==> config.mk <==
export PLATFORM = sky130hd
export DESIGN_NAME = mem_arbiter
export DESIGN_NICKNAME = d
export VERILOG_FILES = /design/src/rtl/mem_arbiter.sv
export SDC_FILE = /design/constraint.sdc
export NUM_CORES = 1
export LEC_CHECK = 0
export ABC_AREA = 1
export CAP_MARGIN = 20
export CORE_MARGIN = 4
export CORE_UTILIZATION = 37
export CTS_BUF_LIST = sky130_fd_sc_hd__clkbuf_8
export CTS_CLUSTER_SIZE = 20
export DETAILED_ROUTE_END_ITERATION = 16
export PLACE_DENSITY_LB_ADDON = 0.15
export SLEW_MARGIN = 20
export SYNTH_ARGS = -nofsm -noshare
export SYNTH_HDL_FRONTEND = slang
export SYNTH_SLANG_ARGS = --single-unit
==> constraint.sdc <==
create_clock -name CLK -period 1.88 [get_ports CLK]
set_input_delay 0.376 -clock CLK [delete_from_list [all_inputs] [get_ports CLK]]
set_output_delay 0.376 -clock CLK [all_outputs]
set_load 0.05 [all_outputs]
==> src/rtl/mem_arbiter.sv <==
// -----------------------------------------------------------------------------
// mem_arbiter
//
// Purpose:
//   Arbitrates the instruction-fetch request and the data load/store request
//   onto a single shared RAM port. Data has fixed priority over fetch, so a
//   pending load/store always completes before the next fetch is granted.
//   RAM-side outputs are registered at the grant edge and held for the whole
//   request state. The hit is combinational on ram_ready, and load data is
//   passed straight through from ramload.
//
//   An optional watchdog aborts a request that waits TIMEOUT cycles without
//   ram_ready. It issues no hit and sets a sticky err flag. Setting TIMEOUT to
//   0 disables the watchdog.
//
// Optional feature:
//   MEM_ARBITER_STATS_EN - when defined, adds the icount and dcount outputs.
//   These are 32-bit wrapping counts of ihit and dhit cycles.
//
// Parameters:
//   WORD_W   width of addresses and data words
//   TIMEOUT  maximum wait cycles in a request state (0 = watchdog disabled)
//
// Ports:
//   CLK, nRST                rising-edge clock, asynchronous active-low reset
//   iREN, iaddr              instruction read request and its address
//   ihit, iload              instruction complete, fetched word (0 when no hit)
//   dREN, dWEN, daddr,       data request; dREN and dWEN both high is a write
//   dstore
//   dhit, dload              data complete, load data (0 when no hit)
//   ramREN, ramWEN, ramaddr, registered RAM strobes, address and write data
//   ramstore
//   ramload, ram_ready       RAM read data, access completes this cycle
//   err                      sticky watchdog-timeout flag
//   icount, dcount           hit counters (only with MEM_ARBITER_STATS_EN)
// -----------------------------------------------------------------------------
module mem_arbiter #(
  parameter int WORD_W  = 32,
  parameter int TIMEOUT = 255
) (
  input  logic              CLK,
  input  logic              nRST,
  input  logic              iREN,
  input  logic [WORD_W-1:0] iaddr,
  output logic              ihit,
  output logic [WORD_W-1:0] iload,
  input  logic              dREN,
  input  logic              dWEN,
  input  logic [WORD_W-1:0] daddr,
  input  logic [WORD_W-1:0] dstore,
  output logic              dhit,
  output logic [WORD_W-1:0] dload,
  output logic              ramREN,
  output logic              ramWEN,
  output logic [WORD_W-1:0] ramaddr,
  output logic [WORD_W-1:0] ramstore,
  input  logic [WORD_W-1:0] ramload,
  input  logic              ram_ready,
  output logic              err
`ifdef MEM_ARBITER_STATS_EN
  ,
  output logic [31:0]       icount,
  output logic [31:0]       dcount
`endif
);

  // When the watchdog is disabled, keep a 1-bit counter so that no
  // declaration has zero width. The counter is never advanced in that case.
  localparam int CNT_W = (TIMEOUT > 0) ? $clog2(TIMEOUT + 1) : 1;
  localparam bit WDOG_EN = (TIMEOUT > 0);
  // The abort fires on the wait cycle whose increment would make the count
  // reach TIMEOUT. As a result, the strobes are held for exactly TIMEOUT
  // waiting cycles.
  localparam logic [CNT_W-1:0] CNT_LAST = (TIMEOUT > 0) ? CNT_W'(TIMEOUT - 1) : '0;
  localparam logic [CNT_W-1:0] CNT_MAX  = CNT_W'(TIMEOUT);

  typedef enum logic [1:0] {
    IDLE = 2'd0,
    DREQ = 2'd1,
    IREQ = 2'd2
  } state_e;

  state_e              state_q,    state_d;
  logic                ramREN_q,   ramREN_d;
  logic                ramWEN_q,   ramWEN_d;
  logic [WORD_W-1:0]   ramaddr_q,  ramaddr_d;
  logic [WORD_W-1:0]   ramstore_q, ramstore_d;
  logic [CNT_W-1:0]    cnt_q,      cnt_d;
  logic                err_q,      err_d;

  // State and registered RAM-side outputs.
  always_ff @(posedge CLK or negedge nRST) begin
    if (!nRST) begin
      state_q    <= IDLE;
      ramREN_q   <= 1'b0;
      ramWEN_q   <= 1'b0;
      ramaddr_q  <= '0;
      ramstore_q <= '0;
      cnt_q      <= '0;
      err_q      <= 1'b0;
    end else begin
      state_q    <= state_d;
      ramREN_q   <= ramREN_d;
      ramWEN_q   <= ramWEN_d;
      ramaddr_q  <= ramaddr_d;
      ramstore_q <= ramstore_d;
      cnt_q      <= cnt_d;
      err_q      <= err_d;
    end
  end

  // Next-state logic. By default every register holds its value. This keeps
  // the RAM address and write data stable through a request, and leaves the
  // address unchanged after the request completes.
  always_comb begin
    state_d    = state_q;
    ramREN_d   = ramREN_q;
    ramWEN_d   = ramWEN_q;
    ramaddr_d  = ramaddr_q;
    ramstore_d = ramstore_q;
    cnt_d      = cnt_q;
    err_d      = err_q;

    unique case (state_q)
      IDLE: begin
        if (dREN || dWEN) begin
          // A write takes precedence over a read when both are raised.
          state_d    = DREQ;
          ramaddr_d  = daddr;
          ramstore_d = dstore;
          ramWEN_d   = dWEN;
          ramREN_d   = ~dWEN;
          cnt_d      = '0;
        end else if (iREN) begin
          state_d   = IREQ;
          ramaddr_d = iaddr;
          ramREN_d  = 1'b1;
          ramWEN_d  = 1'b0;
          cnt_d     = '0;
        end
      end

      DREQ, IREQ: begin
        if (ram_ready) begin
          // Completion wins, even on the cycle the watchdog would fire.
          state_d  = IDLE;
          ramREN_d = 1'b0;
          ramWEN_d = 1'b0;
        end else if (WDOG_EN && (cnt_q == CNT_LAST)) begin
          state_d  = IDLE;
          ramREN_d = 1'b0;
          ramWEN_d = 1'b0;
          err_d    = 1'b1;
          cnt_d    = CNT_MAX;
        end else if (WDOG_EN && (cnt_q != CNT_MAX)) begin
          cnt_d = cnt_q + 1'b1;
        end
      end

      default: begin
        state_d  = IDLE;
        ramREN_d = 1'b0;
        ramWEN_d = 1'b0;
      end
    endcase
  end

  // A hit is combinational on ram_ready in the matching request state, so
  // the two hits can never be asserted together.
  assign dhit = (state_q == DREQ) && ram_ready;
  assign ihit = (state_q == IREQ) && ram_ready;

  assign dload = dhit ? ramload : '0;
  assign iload = ihit ? ramload : '0;

  assign ramREN   = ramREN_q;
  assign ramWEN   = ramWEN_q;
  assign ramaddr  = ramaddr_q;
  assign ramstore = ramstore_q;
  assign err      = err_q;

`ifdef MEM_ARBITER_STATS_EN
  logic [31:0] icount_q, icount_d;
  logic [31:0] dcount_q, dcount_d;

  // Hit counters. They wrap naturally at 2^32. Timeouts never produce a hit,
  // so they are not counted.
  always_comb begin
    icount_d = icount_q;
    dcount_d = dcount_q;
    if (ihit) icount_d = icount_q + 32'd1;
    if (dhit) dcount_d = dcount_q + 32'd1;
  end

  always_ff @(posedge CLK or negedge nRST) begin
    if (!nRST) begin
      icount_q <= '0;
      dcount_q <= '0;
    end else begin
      icount_q <= icount_d;
      dcount_q <= dcount_d;
    end
  end

  assign icount = icount_q;
  assign dcount = dcount_q;
`endif

endmodule

Word level (Yosys, flattened, before mapping). Cells that the tools add are included. W data, S select, Z words.

Bits in latches: 0. Register bits: 77. Memory bits (read-only): 0. Word-level logic and storage cells: 53. Memories kept: 0. RAM bits: 0.

Reduce and logical (&&, ||, !) cells: 12. Div/mod/pow operators: 0. Multiply operators: 0. Order comparisons: 0. Equality and inequality tests: 8. Mux-type cells: 23. Add/subtract/negate cells: 1. Bitwise logic cells: 2. Shifts and indexed selects: 0.

Operator list (count): $mux W32 (4); $mux W8 (5); $pmux W8 S2 (1); $ne A3 B3 Y1 const B (3); $add A8 B1 Y8 const B (1); $eq A8 B8 Y1 const B (1); $mux W2 (4); $ne A8 B8 Y1 const B (1); $mux W1 (6); $reduce_and A2 Y1 (3); $pmux W1 S2 (2); $pmux W2 S2 (1); $reduce_and A4 Y1 (1); $reduce_bool A2 Y1 (2); $reduce_and A3 Y1 (1); $eq A2 B1 Y1 const B (1); $eq A2 B2 Y1 const B (1); $logic_and A1 B1 Y1 (2); $logic_not A2 Y1 (1); $ne A2 B2 Y1 const B (1); $not A1 Y1 (2); $reduce_or A2 Y1 (1); $logic_or A1 B1 Y1 (1).

Logic depth before layout (Yosys ltp).
Depth in word-level cells: 5. Mapped depth: 9.

Worst setup path before layout. No wires, ideal clock.

Kind: flip-flop to output port. From: reg state_q[0]. To: out iload[22]. Slack: -0.051 ns. Buffers on the path: 1. Arrival time: 1.555 ns. Cell stages (with the launch flop): 6. Cell sequence: dfrtp_1 -> inv_1 -> ha_1 -> nand2_1 -> clkbuf_1 -> nor2_1.

Cells in the longest elaborated chain, start to end: 3.

RTL lines: start: declaration (line 83) `state_e state_q, state_d;`; start signal: assignment (line 102) `state_q <= state_d;`; $eq A2 B2 Y1 (line 171) `assign ihit = (state_q == IREQ) && ram_ready;`; $logic_and A1 B1 Y1 (line 171); $mux W32 (line 174) `assign iload = ihit ? ramload : '0;`; end: declaration (line 46) `output logic [WORD_W-1:0] iload,`.

Every way passes these cells.

Final worst setup path.
From: reg state_q[0]. To: out iload[30].

The elaborated chain is that of the path after synthesis.

==> impl_results.md <==
- Crit path buffers/inverters: 3
- Post-route core utilization: ~80%
- Max_cap viols: 0
- Area growth from synthesis to layout: 110%
- Vias: ~4400
- Final Instance Area: roughly 8200 sq um
- CTS tree: done
- Synth top area share: between 40 and 50%
- Post-synthesis sequential area ratio: between 40% and 50%
- Tmin final: 2.05 ns
- Critical path type: flop to output pin
- Leakage: 3.59 nW
- Layout Skew: between 0.008 and 0.009 ns
- Core Rows: 37
- Total wire length: between 15000 and 20000 um
- Syn Std Cell Area: between 3000 and 4000 sq um
- Max Freq: 0.487 GHz
- Clock slew at reported path FFs: 0.09 ns
- Post-DP HPWL: between 10000 and 15000 um
- Largest net degree at the start of global routing: 53
- Die Y: roughly 110 um
- First-pass GRT wire length: between 20000 and 30000 um
- Total gr overflow: 0
- Yosys warns: 0
- Status: finished, violations left
- Period utilization: 109%
- Number of global-route vias before repair: roughly 4600
- FF+latch count, synth: 77
- RSZ-0062 raised after global routing: true
- Share of layout cells above drive strength 1: roughly a third
- Final antenna-violating net count: 0
- Max incr delay on CP: 0.45 ns
- Vias/cell: approximately 5.0
- Most frequent cells in the layout: clkdlybuf4s50_1, nand2_1, dfrtp_1
- Syn nets: 609
- CTS Buf Count: 9
- Post-Synthesis Cells: 470
- HP Class: input port to async pin
- 1st-pass router iterations: 4
- Full die area: between 10000 and 15000 sq um
- Tightest Pin Transition: approximately 0.56 ns
- Routed WL per cell: around 20 um
- PD cells: 1510 nW/um^2
- Largest area contributor in the netlist: dfrtp_1
- Fin nets: about 900
- Max_slew headroom: 62.8%
- CP max-delay cell: dfrtp_2
- IO Pins: about 270
- Placer's final routability congestion estimate: 0.816
- Critical Path Fanout Max: 8
- CTS Root Buffer Type: clkbuf_8
- Fin. max-slew vios: 0
- Total power draw: between 10 and 15 mW
- H-tree levels: 3
- CTS sink cnt: 77
- Final Hold Viols: 0
- Syn avg cell area: approximately 8.3 sq um
- CP cell instances: inv_2 -> ha_4 -> nand2_8 -> buf_16 -> nor2_4 -> buf_12
- Placed cell area: approximately 7300 sq um
- Commonest non-fill, non-tap cell in the layout: clkdlybuf4s50_1
- Yosys cell types: 25
- Failing checks: negative setup slack
- Clk_lat worst skew: 0.36 ns
- Peak VDD IR: between 0.001 and 0.0015 V
- Port-buffer cells: 266
- Die X-Extent: between 100 and 150 um
- Initial antenna violation count: 2
- CORE AREA: ~10000 sq um
- Data arrival time of the worst path: about 1.7 ns
- Total Routing Usage GR: between 20 and 30%
- CTS Buffer Depth: 2
- Starting Density: ~38%
- Top cells by area, synth: dfrtp_1, nand2_1, nor2_1
- Final setup margin: -0.174 ns
- CP Capture Type: output pin
- Initial drt markers: 231
- DRC Markers: 0
- Final Setup Violations: 66
- Largest delay share family, worst path: flip-flops
- Crit path launch type: flop
- Required time of the critical path: around 1.5 ns
## final timing paths
path | start | end | slack, ns | depth (start not counted)
min in group CLK | ramREN$_DFFE_PN0P_ | ramREN$_DFFE_PN0P_ | 0.49 | 2
min | nRST | ramaddr[24]$_DFFE_PN0P_ | 0.46 | 2
max | state_q[0]$_DFFE_PN0P_ | iload[30] | -0.17 | 6
max in group asynchronous | nRST | state_q[0]$_DFFE_PN0P_ | 0.82 | 3
min reg2reg | ramREN$_DFFE_PN0P_ | ramREN$_DFFE_PN0P_ | 0.49 | 2
max reg2reg | state_q[0]$_DFFE_PN0P_ | cnt_q[3]$_DFFE_PN0P_ | 0.12 | 9
## sequential cells by signal, indices dropped and copies added (netlist names)
register and count:
ramREN 1, state_q 2, cnt_q 8, ramaddr 32
ramstore 32, err 1, ramWEN 1
## where the power goes
| part | switching, mW | internal (mW) |
|---|---|---|
| registers | 0.446 | 2.43 |
| logic | 5.36 | 2.91 |
| clock network | 0.641 | 0.656 |
| total | 6.45 | 5.99 |
## synthesized netlist by cell type
cell,instances
nand2_1,106
nor2_1,105
dfrtp_1,77
inv_1,49
a31oi_1,32
mux2_2,29
nand3_1,14
clkbuf_1,9
buf_6,8
buf_2,6
nand4_1,6
ha_1,5
nand2_2,4
inv_2,3
mux2_1,3
o21ai_1,3
a21oi_1,2
o21ai_0,2
buf_4,1
nand2_4,1
nand3_2,1
o21ai_2,1
o21bai_1,1
or2_0,1
xnor2_1,1
## routing by layer
layer	track usage, %	share of wire (%)	routed length, um
met1	28.9	35	6200
met2	48.4	52	9270
met3	8.68	8.5	1520
met4	14.4	5.4	969
met5	0	0	0
## kinds of logic (layout without fill, tap and decap cells)
logic type / count (synthesis) / in the layout / synth area share, %
muxes: 32 / 32 / 9.20
buffers and inverters: 76 / 356 / 9.10
adders and majority gates: 5 / 5 / 1.60
DFF: 77 / 77 / 49.2
xor gates and xnor gates: 1 / 1 / 0.224
other: 0 / 2 / 0
AOI/OAI and AO/OA: 41 / 41 / 6.42
and+or+nand+nor: 238 / 238 / 24.3
## worst reg2reg max path, delay by kind of cell, from the launching register on
family        cells  cell delay (ns)
simple gates      4             0.56
flops             1             0.43
fa+ha+maj         1             0.28
buf+inv           4             0.44
## metrics by stage
step / hold slack (ns) / instances / worst slack (ns) / setup TNS [ns]
CTS: 0.456 / 883 / -0.122 / -6.27
detailed placement: 0.303 / 859 / -0.0577 / -0.908
finish: 0.456 / 888 / -0.174 / -7.51
global route: 0.488 / 888 / -0.233 / -11.74
global placement: 0.301 / 859 / -0.00805 / -0.0351
floorplan: 0.0804 / 470 / -0.0511 / -2.70
## final cells by class
type	instances	area, sq um
Clock buffer	10	138
Inverter	52	195
Clock inverter	6	70.1
Tap cell	136	170
Fill cell	627	2100
Timing Repair Buffer	288	3550
Sequential cell	77	1930
Antenna cell	2	5.00
Multi-Input combinational cell	317	2160
## repair_timing
action                     CTS  global route
resized for setup          161             7
hold endpoints to repair    25             0
gates cloned                 5             1
setup endpoints to repair   87            74
pin swaps                    1             1
hold buffers                 1             0
buffers inserted             2             2
No activity file was read; power rests on OpenSTA's default activity.
